==> src/rtl/sigma_buffer_pp_if.sv <==
// Writer/reader bus of the rotating sigma coefficient buffer.
// Optional parity_err exists only when SIGMA_BUFFER_PARITY_EN is defined.
interface sigma_buffer_pp_if #(
    parameter int DATA_W = 8,
    parameter int ADDR_W = 8
);
    logic [DATA_W-1:0] data;
    logic [ADDR_W-1:0] wraddress;
    logic              wren;
    logic              wr_commit;
    logic              wr_ready;
    logic [ADDR_W-1:0] rdaddress;
    logic              rden;
    logic              rd_release;
    logic              rd_ready;
    logic [DATA_W-1:0] q;
    logic              q_valid;
    logic [2:0]        occupancy;
`ifdef SIGMA_BUFFER_PARITY_EN
    logic              parity_err;
`endif

    modport master (
        output data, wraddress, wren, wr_commit, rdaddress, rden, rd_release,
        input  wr_ready, rd_ready, q, q_valid, occupancy
`ifdef SIGMA_BUFFER_PARITY_EN
        , input parity_err
`endif
    );

    modport slave (
        input  data, wraddress, wren, wr_commit, rdaddress, rden, rd_release,
        output wr_ready, rd_ready, q, q_valid, occupancy
`ifdef SIGMA_BUFFER_PARITY_EN
        , output parity_err
`endif
    );
endinterface

==> src/rtl/sigma_buffer_pp.sv <==
// Purpose: multi-bank sigma coefficient buffer between BM (writer) and Chien/Forney (reader); optional word parity via SIGMA_BUFFER_PARITY_EN.
// Latency: read data registered, q/q_valid exactly one cycle after an honoured rden.
// Backpressure: wren/wr_commit ignored while all banks are full; rden/rd_release ignored while none are full.
module sigma_buffer_pp #(
    parameter int DATA_W    = 8,
    parameter int ADDR_W    = 8,
    parameter int NUM_BANKS = 2
) (
    input  logic             clock,
    input  logic             reset_n,
    sigma_buffer_pp_if.slave bus
);
    localparam int BANK_W = (NUM_BANKS > 2) ? 2 : 1;
`ifdef SIGMA_BUFFER_PARITY_EN
    localparam int WORD_W = DATA_W + 1;
`else
    localparam int WORD_W = DATA_W;
`endif
    localparam int              DEPTH = NUM_BANKS << ADDR_W;
    localparam logic [2:0]      NB    = 3'(NUM_BANKS);
    localparam logic [BANK_W-1:0] LAST = BANK_W'(NUM_BANKS - 1);

    logic [WORD_W-1:0] mem [DEPTH];

    logic [BANK_W-1:0] wr_ptr;
    logic [BANK_W-1:0] rd_ptr;
    logic [2:0]        occ;
    logic              wr_ok;
    logic              rd_ok;
    logic              wr_fire;
    logic              cm_fire;
    logic              rd_fire;
    logic              rl_fire;
    logic [WORD_W-1:0] wr_word;
    logic [WORD_W-1:0] rd_word;
    logic [DATA_W-1:0] q_r;
    logic              q_valid_r;

    assign wr_ok   = (occ < NB);
    assign rd_ok   = (occ != 3'd0);
    assign wr_fire = bus.wren & wr_ok;
    assign cm_fire = bus.wr_commit & wr_ok;
    assign rd_fire = bus.rden & rd_ok;
    assign rl_fire = bus.rd_release & rd_ok;

`ifdef SIGMA_BUFFER_PARITY_EN
    assign wr_word = {^bus.data, bus.data};
`else
    assign wr_word = bus.data;
`endif

    // Writer only ever owns free banks and reader only full ones, so no bypass is needed.
    always_ff @(posedge clock) begin
        if (wr_fire) begin
            mem[{wr_ptr, bus.wraddress}] <= wr_word;
        end
    end

    assign rd_word = mem[{rd_ptr, bus.rdaddress}];

    always_ff @(posedge clock or negedge reset_n) begin
        if (!reset_n) begin
            wr_ptr    <= '0;
            rd_ptr    <= '0;
            occ       <= 3'd0;
            q_r       <= '0;
            q_valid_r <= 1'b0;
        end else begin
            q_valid_r <= rd_fire;
            if (rd_fire) begin
                q_r <= rd_word[DATA_W-1:0];
            end
            if (cm_fire) begin
                wr_ptr <= (wr_ptr == LAST) ? '0 : wr_ptr + 1'b1;
            end
            if (rl_fire) begin
                rd_ptr <= (rd_ptr == LAST) ? '0 : rd_ptr + 1'b1;
            end
            case ({cm_fire, rl_fire})
                2'b10:   occ <= occ + 3'd1;
                2'b01:   occ <= occ - 3'd1;
                default: occ <= occ;
            endcase
        end
    end

`ifdef SIGMA_BUFFER_PARITY_EN
    logic parity_err_r;

    // Stored bit is the even parity of the data, so a clean word XORs to zero.
    always_ff @(posedge clock or negedge reset_n) begin
        if (!reset_n) begin
            parity_err_r <= 1'b0;
        end else begin
            parity_err_r <= rd_fire & (^rd_word);
        end
    end

    assign bus.parity_err = parity_err_r;
`endif

    assign bus.wr_ready  = wr_ok;
    assign bus.rd_ready  = rd_ok;
    assign bus.q         = q_r;
    assign bus.q_valid   = q_valid_r;
    assign bus.occupancy = occ;
endmodule

==> src/flat_wrapper.sv <==
// flat-port wrapper written by rule: the top's interface ports become plain ports
module sigma_buffer_pp_flat 
#(
    parameter int DATA_W    = 8,
    parameter int ADDR_W    = 8,
    parameter int NUM_BANKS = 2
)
  (clock, reset_n, bus_data, bus_wraddress, bus_wren, bus_wr_commit, bus_rdaddress, bus_rden, bus_rd_release, bus_wr_ready, bus_rd_ready, bus_q, bus_q_valid, bus_occupancy);
  sigma_buffer_pp_if #(.DATA_W(DATA_W), .ADDR_W(ADDR_W)) bus_i ();
  input  logic clock;
  input  logic reset_n;
  input wire logic [$bits(bus_i.data)-1:0] bus_data;
  input wire logic [$bits(bus_i.wraddress)-1:0] bus_wraddress;
  input wire logic [$bits(bus_i.wren)-1:0] bus_wren;
  input wire logic [$bits(bus_i.wr_commit)-1:0] bus_wr_commit;
  input wire logic [$bits(bus_i.rdaddress)-1:0] bus_rdaddress;
  input wire logic [$bits(bus_i.rden)-1:0] bus_rden;
  input wire logic [$bits(bus_i.rd_release)-1:0] bus_rd_release;
  output wire logic [$bits(bus_i.wr_ready)-1:0] bus_wr_ready;
  output wire logic [$bits(bus_i.rd_ready)-1:0] bus_rd_ready;
  output wire logic [$bits(bus_i.q)-1:0] bus_q;
  output wire logic [$bits(bus_i.q_valid)-1:0] bus_q_valid;
  output wire logic [$bits(bus_i.occupancy)-1:0] bus_occupancy;
  assign bus_i.data = bus_data;
  assign bus_i.wraddress = bus_wraddress;
  assign bus_i.wren = bus_wren;
  assign bus_i.wr_commit = bus_wr_commit;
  assign bus_i.rdaddress = bus_rdaddress;
  assign bus_i.rden = bus_rden;
  assign bus_i.rd_release = bus_rd_release;
  assign bus_wr_ready = bus_i.wr_ready;
  assign bus_rd_ready = bus_i.rd_ready;
  assign bus_q = bus_i.q;
  assign bus_q_valid = bus_i.q_valid;
  assign bus_occupancy = bus_i.occupancy;
  sigma_buffer_pp #(.DATA_W(DATA_W), .ADDR_W(ADDR_W), .NUM_BANKS(NUM_BANKS)) u_core (.clock(clock), .reset_n(reset_n), .bus(bus_i));
endmodule
==> config.mk <==
export PLATFORM = sky130hd
export DESIGN_NAME = sigma_buffer_pp_flat
export DESIGN_NICKNAME = d
export VERILOG_FILES = /design/src/rtl/sigma_buffer_pp_if.sv /design/src/rtl/sigma_buffer_pp.sv /design/src/flat_wrapper.sv
export SDC_FILE = /design/constraint.sdc
export NUM_CORES = 2
export LEC_CHECK = 0
export CAP_MARGIN = 20
export CORE_ASPECT_RATIO = 1.4
export CORE_MARGIN = 3
export CORE_UTILIZATION = 50
export CTS_CLUSTER_DIAMETER = 200
export CTS_CLUSTER_SIZE = 40
export DETAILED_ROUTE_END_ITERATION = 16
export PLACE_DENSITY = 0.68
export REMOVE_ABC_BUFFERS = 1
export SETUP_SLACK_MARGIN = 0.15
export SLEW_MARGIN = 20
export SYNTH_ARGS = -nofsm -noshare
export SYNTH_HDL_FRONTEND = slang
export SYNTH_SLANG_ARGS = --single-unit
==> constraint.sdc <==
create_clock -name clock -period 2.15 [get_ports clock]
set_clock_uncertainty 0.05 [all_clocks]
set_input_delay 0.3225 -clock clock [delete_from_list [all_inputs] [get_ports clock]]
set_output_delay 0.3225 -clock clock [all_outputs]
set_load 0.03 [all_outputs]
# After elaboration in Yosys (flattened, before gate mapping)
# Memories as Yosys holds them, arrays and structs flattened. A register that Yosys moved wholly into a read port is not among the register bits.
# Index checks and enable logic that the tools add are counted.
dict set report totals {
  reg_bits 6
  ramBits 4096
  in_bits 30
  out_inout_bits 14
  elab_cells 24
  mem_count 1
}
# name words width read_ports rd_clocked_by_memory_dff wr line_no
set memory_table {}
lappend memory_table {u_core.mem 512 8 1 1 1 sigma_buffer_pp.sv:23} ;# logic [WORD_W-1:0] mem [DEPTH];
dict set report op_classes {
  n_addsub 4
  order_cmp 1
  eq_ne 2
  muxes 5
  n_bitwise 4
  reduce_logical 3
}
# operator n
set op_table {}
lappend op_table {{3-bit one-hot mux with 2 select lines} 1}
lappend op_table {{1-bit bitwise AND} 4}
lappend op_table {{1-bit 2-to-1 mux} 4}
lappend op_table {{3-bit by 1-bit adder with 3-bit output (second input constant)} 1}
lappend op_table {{3-bit by 2-bit less-than comparator with 1-bit output (second input constant)} 1}
lappend op_table {{3-bit nonzero test} 1}
lappend op_table {{3-bit by 1-bit subtractor with 3-bit output (second input constant)} 1}
lappend op_table {{1-bit adder (second input constant)} 2}
lappend op_table {{2-bit by 1-bit == test with 1-bit output (second input constant)} 1}
lappend op_table {{2-bit == test (second input constant)} 1}
lappend op_table {{2-bit nonzero test} 1}
lappend op_table {{1-bit logical NOT} 1}

# Logic depth before layout (Yosys ltp)
dict set report depth {
  word_depth 4
  mapped_depth 14
  depth_no_buf 8
}

# Least setup slack after synthesis
# Ideal clock, no wire load.
dict set report synth_path {
  path_type {reg-to-reg}
  from {reg u_core.occ[2], in the netlist u_core.bus.occupancy[2]}
  to {mem u_core.mem[461][0] (netlist name) (enable)}
  setup_time_ns 0.370
  arrival_time_ns 2.410
  required_time_ns 1.730
  slack_ns -0.680
  path_stages_with_launch 7
  path_buffers 1
  path_cell_list {dfrtp_1 -> nor2_1 -> nand2_1 -> nor3b_1 -> nand3_1 -> clkbuf_1 -> nor2_1}
}
dict set report synth_via {
  elab_chain_len 4
}
# item line_no
set synth_rtl {}
lappend synth_rtl {{from (decl)} sigma_buffer_pp.sv:27} ;# logic [2:0] occ;
lappend synth_rtl {{from (signal assigned)} sigma_buffer_pp.sv:80} ;# 2'b10: occ <= occ + 3'd1;
lappend synth_rtl {{from (signal assigned)} sigma_buffer_pp.sv:81} ;# 2'b01: occ <= occ - 3'd1;
lappend synth_rtl {{3-bit by 2-bit less-than comparator with 1-bit output} sigma_buffer_pp.sv:39} ;# assign wr_ok = (occ < NB);
lappend synth_rtl {{named net bus_wr_ready} flat_wrapper.sv:19} ;# output wire logic [$bits(bus_i.wr_ready)-1:0] bus_wr_ready;
lappend synth_rtl {{1-bit bitwise AND} sigma_buffer_pp.sv:41} ;# assign wr_fire = bus.wren & wr_ok;
lappend synth_rtl {{1-bit 2-to-1 mux} sigma_buffer_pp.sv:54} ;# if (wr_fire) begin
lappend synth_rtl {{1-bit 2-to-1 mux (not written as such)} sigma_buffer_pp.sv:55} ;# mem[{wr_ptr, bus.wraddress}] <= wr_word;
lappend synth_rtl {{to (decl)} sigma_buffer_pp.sv:23}
# The timed path passes the listed nets, and every way through them passes these cells.

==> results.py <==
metrics = {
    "timing": {
        "hold_viol_final": 0,
        "min_period_over_period": 1.28,
        "setup-violations-final": 4111,
        "slew_headroom": 0.222,
        "worst_pin_slew_ps": 1160,
        "holdWs_ps": 134,
        "fmax_ghz": 0.364,
        "setup_slack_ps": -594,
        "drv_slew": 0,
        "grt_setup_unrepaired": "true",
        "finalSetupTns_ps": -1069980,
        "fin_crit_ps": 2740,
    },
    "global_routing": {
        "grt_max_degree": 106,
        "grt_pass1_vias": 85300,
        "grt_overflow": 0,
        "grtUsageTotal": 0.284,
        "grt_pass1_wl_um": 649000,
        "antenna_found_initial": 18,
    },
    "final_layout": {
        "drive_gt1_frac": 0.376,
        "final_cells": 13200,
        "finalNetCount": 9043,
        "final_core_util": 0.591,
        "area_delta_synth_final_pct": 17.4,
        "fin_area_um2": 187000,
    },
    "synthesis": {
        "yosys-top-cells-area": "edfxtp_1 (77%), mux4_2 (14%), mux2i_1 (1.4%), nor2_1 (1.3%), a22oi_1 (0.74%)",
        "synth-seq-cells": 4110,
        "synth_ff_type": "edfxtp_1",
        "netlist_area_um2": 159000,
        "synthArstFlopShare": 0.00341,
        "yosys_warnings": 0,
        "seq_area_frac_synth": 0.775,
        "syn_avg_cell_area_um2": 21.6,
        "postSynthCellCount": 7379,
        "synth-edff-count": 4096,
        "yosysTopAreaCell": "edfxtp_1",
        "synth_top_area_frac": 0.773,
        "ys_types": 77,
    },
    "worst_setup_path": {
        "start_kind": "flip-flop",
        "cp.required_ps": 2870,
        "crit_path_max_fanout": 1,
        "crit_type": "flip-flop to flip-flop",
        "crit_arrival_ps": 3460,
        "cp-end-kind": "flip-flop",
    },
    "routing": {
        "drt_wl_total_um": 467000,
        "via_count": 85200,
        "routedWlPerCell_um": 35.3,
        "via_per_inst": 6.43,
        "drc": 0,
        "drtIter0Drc": 11300,
        "dr.pass1.iters": 7,
        "ant_nets": 0,
    },
    "clock_network": {
        "clockBufferDepth": 3,
        "clock_latency_ps": 870,
        "cts_tree": "done",
        "numCtsBuffers": 112,
        "root_buffer": "clkbuf_16",
        "h-tree-depth": 3,
        "numClockSinks": 4110,
        "clkSlewWorstSetupHoldPaths_ps": 150,
    },
    "floorplanning": {
        "initial_utilization": 0.503,
        "die_area_um2": 325000,
        "coreArea_um2": 316000,
        "fp.dieW_um": 483,
        "die_h_um": 674,
        "ios": 44,
        "num_rows": 244,
    },
    "placed_design": {
        "place_hpwl_um": 322000,
        "globalplace.congestion": 0.970,
        "place_ws_ps": -2060,
        "place_area_um2": 180000,
        "dp.cells": 13000,
        "io_buffers": 43,
    },
    "status": {
        "status": "finished, violations left",
        "violations": "setup timing",
    },
    "job": {
        "cap_viol_max_count": 0,
    },
    "pwr": {
        "peakVddDrop_mv": 0.859,
        "powerDensity_nw_per_um2": 716,
        "p_total_mw": 134,
        "p_leak_nw": 60.0,
    },
    "hold_path": {
        "hp-class": "input pin to flip-flop",
    },
}
[routing by layer]
metal / vias to the layer above / wire length, µm / global-route usage
li1: 34000 / - / -
met1: 45200 / 158000 / 0.357
met2: 4919 / 231000 / 0.465
met3: 961 / 42400 / 0.0438
met4: 6 / 36500 / 0.176
met5: - / 47 / 0
[sequential cells by signal (all words and copies together), names as in the netlist]
| register | count |
|---|---|
| u_core.bus.occupancy | 3 |
| u_core.rd_ptr | 1 |
| u_core.bus.q_valid | 1 |
| u_core.mem | 4096 |
| u_core.bus.q | 8 |
| u_core.wr_ptr | 1 |
[report_power, final]
part	switching [mW]	internal, mW	leakage [nW]
combinational	7.95	5.41	21.6
clock	21.9	10.1	1.50
sequential	0.334	88.1	37.0
total	30.2	104	60.0
[worst paths after layout]
kind                                                      from                                  end  slack, ps  depth (start not counted)
max in group asynchronous                              reset_n          u_core.bus.q[7]$_DFFE_PN0P_       1340                          3
max                                u_core.mem[34][2]$_DFFE_PP_          u_core.bus.q[2]$_DFFE_PN0P_       -590                          9
min in group asynchronous                              reset_n          u_core.bus.q[4]$_DFFE_PN0P_        370                          3
max reg2reg                        u_core.mem[34][2]$_DFFE_PP_          u_core.bus.q[2]$_DFFE_PN0P_       -590                          9
min                                             bus_rd_release            u_core.rd_ptr$_DFFE_PN0P_        130                          3
min reg2reg                u_core.bus.occupancy[0]$_DFFE_PN0P_  u_core.bus.occupancy[0]$_DFFE_PN0P_        560                          2
[logic make-up (layout without fill, tap and decap cells)]
| group | after synthesis | count (layout) | synth area share |
|---|---|---|---|
| other cells | 0 | 9 | 0 |
| compound gates | 640 | 640 | 0.0287 |
| flops | 4110 | 4110 | 0.775 |
| simple gates | 931 | 931 | 0.0254 |
| buf+inv | 473 | 2147 | 0.0175 |
| xor+xnor | 5 | 5 | 0.000275 |
| fa+ha+maj | 2 | 2 | 0.000204 |
| mux | 1218 | 1218 | 0.153 |
[cells in the final DEF, fill, tap and decap left out, types with 126 or more instances in the layout]
cell / instances
nor2_1: 380
edfxtp_1: 4096
buf_6: 185
mux4_2: 967
buf_4: 1442
clkbuf_16: 126
buf_12: 250
a22oi_1: 146
nor2_4: 145
mux2i_1: 224
[cell usage after synthesis (14+ instances only)]
cell type,n
mux4_2,967
a221oi_1,14
a32oi_1,18
buf_1,25
a21oi_1,83
a2111oi_0,16
nand4_1,14
nor4_1,32
clkbuf_1,195
nand2_1,126
a211oi_1,28
o221ai_1,44
mux2i_1,228
a22oi_1,156
and2_1,23
buf_2,114
nand2b_1,14
buf_6,67
buf_4,48
nor2b_1,31
nor3_1,47
edfxtp_1,4096
o22ai_1,132
nor2_1,554
dfrtp_1,14
a22o_1,15
nand3_1,49
mux2_2,23
a31oi_1,17
o21ai_0,32
[repair_timing]
item | CTS | global route
cloned | 9 | 10
pin swaps | 69 | 117
resized for setup | 356 | 471
hold buffers | 9 | 0
endpoints found under the hold margin | 434 | 0
setup buffers | 16 | 27
endpoints found under the setup margin | 4117 | 4118
[critical path, stage by stage (launching register included)]
cell	delay [ps]
edfxtp_1	410
mux4_2	530
a22oi_1	220
a21oi_1	190
nor4_4	300
buf_4	160
nor2_1	50
a311oi_4	470
buf_4	210
o41ai_1	70
[final cells by class]
class | count | area (µm²)
Timing Repair Buffer | 1981 | 19700
Fill cell | 22300 | 129000
Tap cell | 4182 | 5230
Antenna cell | 9 | 22.5
Inverter | 10 | 43.8
Clock buffer | 153 | 3060
Sequential cell | 4110 | 123000
Multi-Input combinational cell | 2796 | 35400
Clock inverter | 3 | 28.8
(Power assumes the default switching activity.)
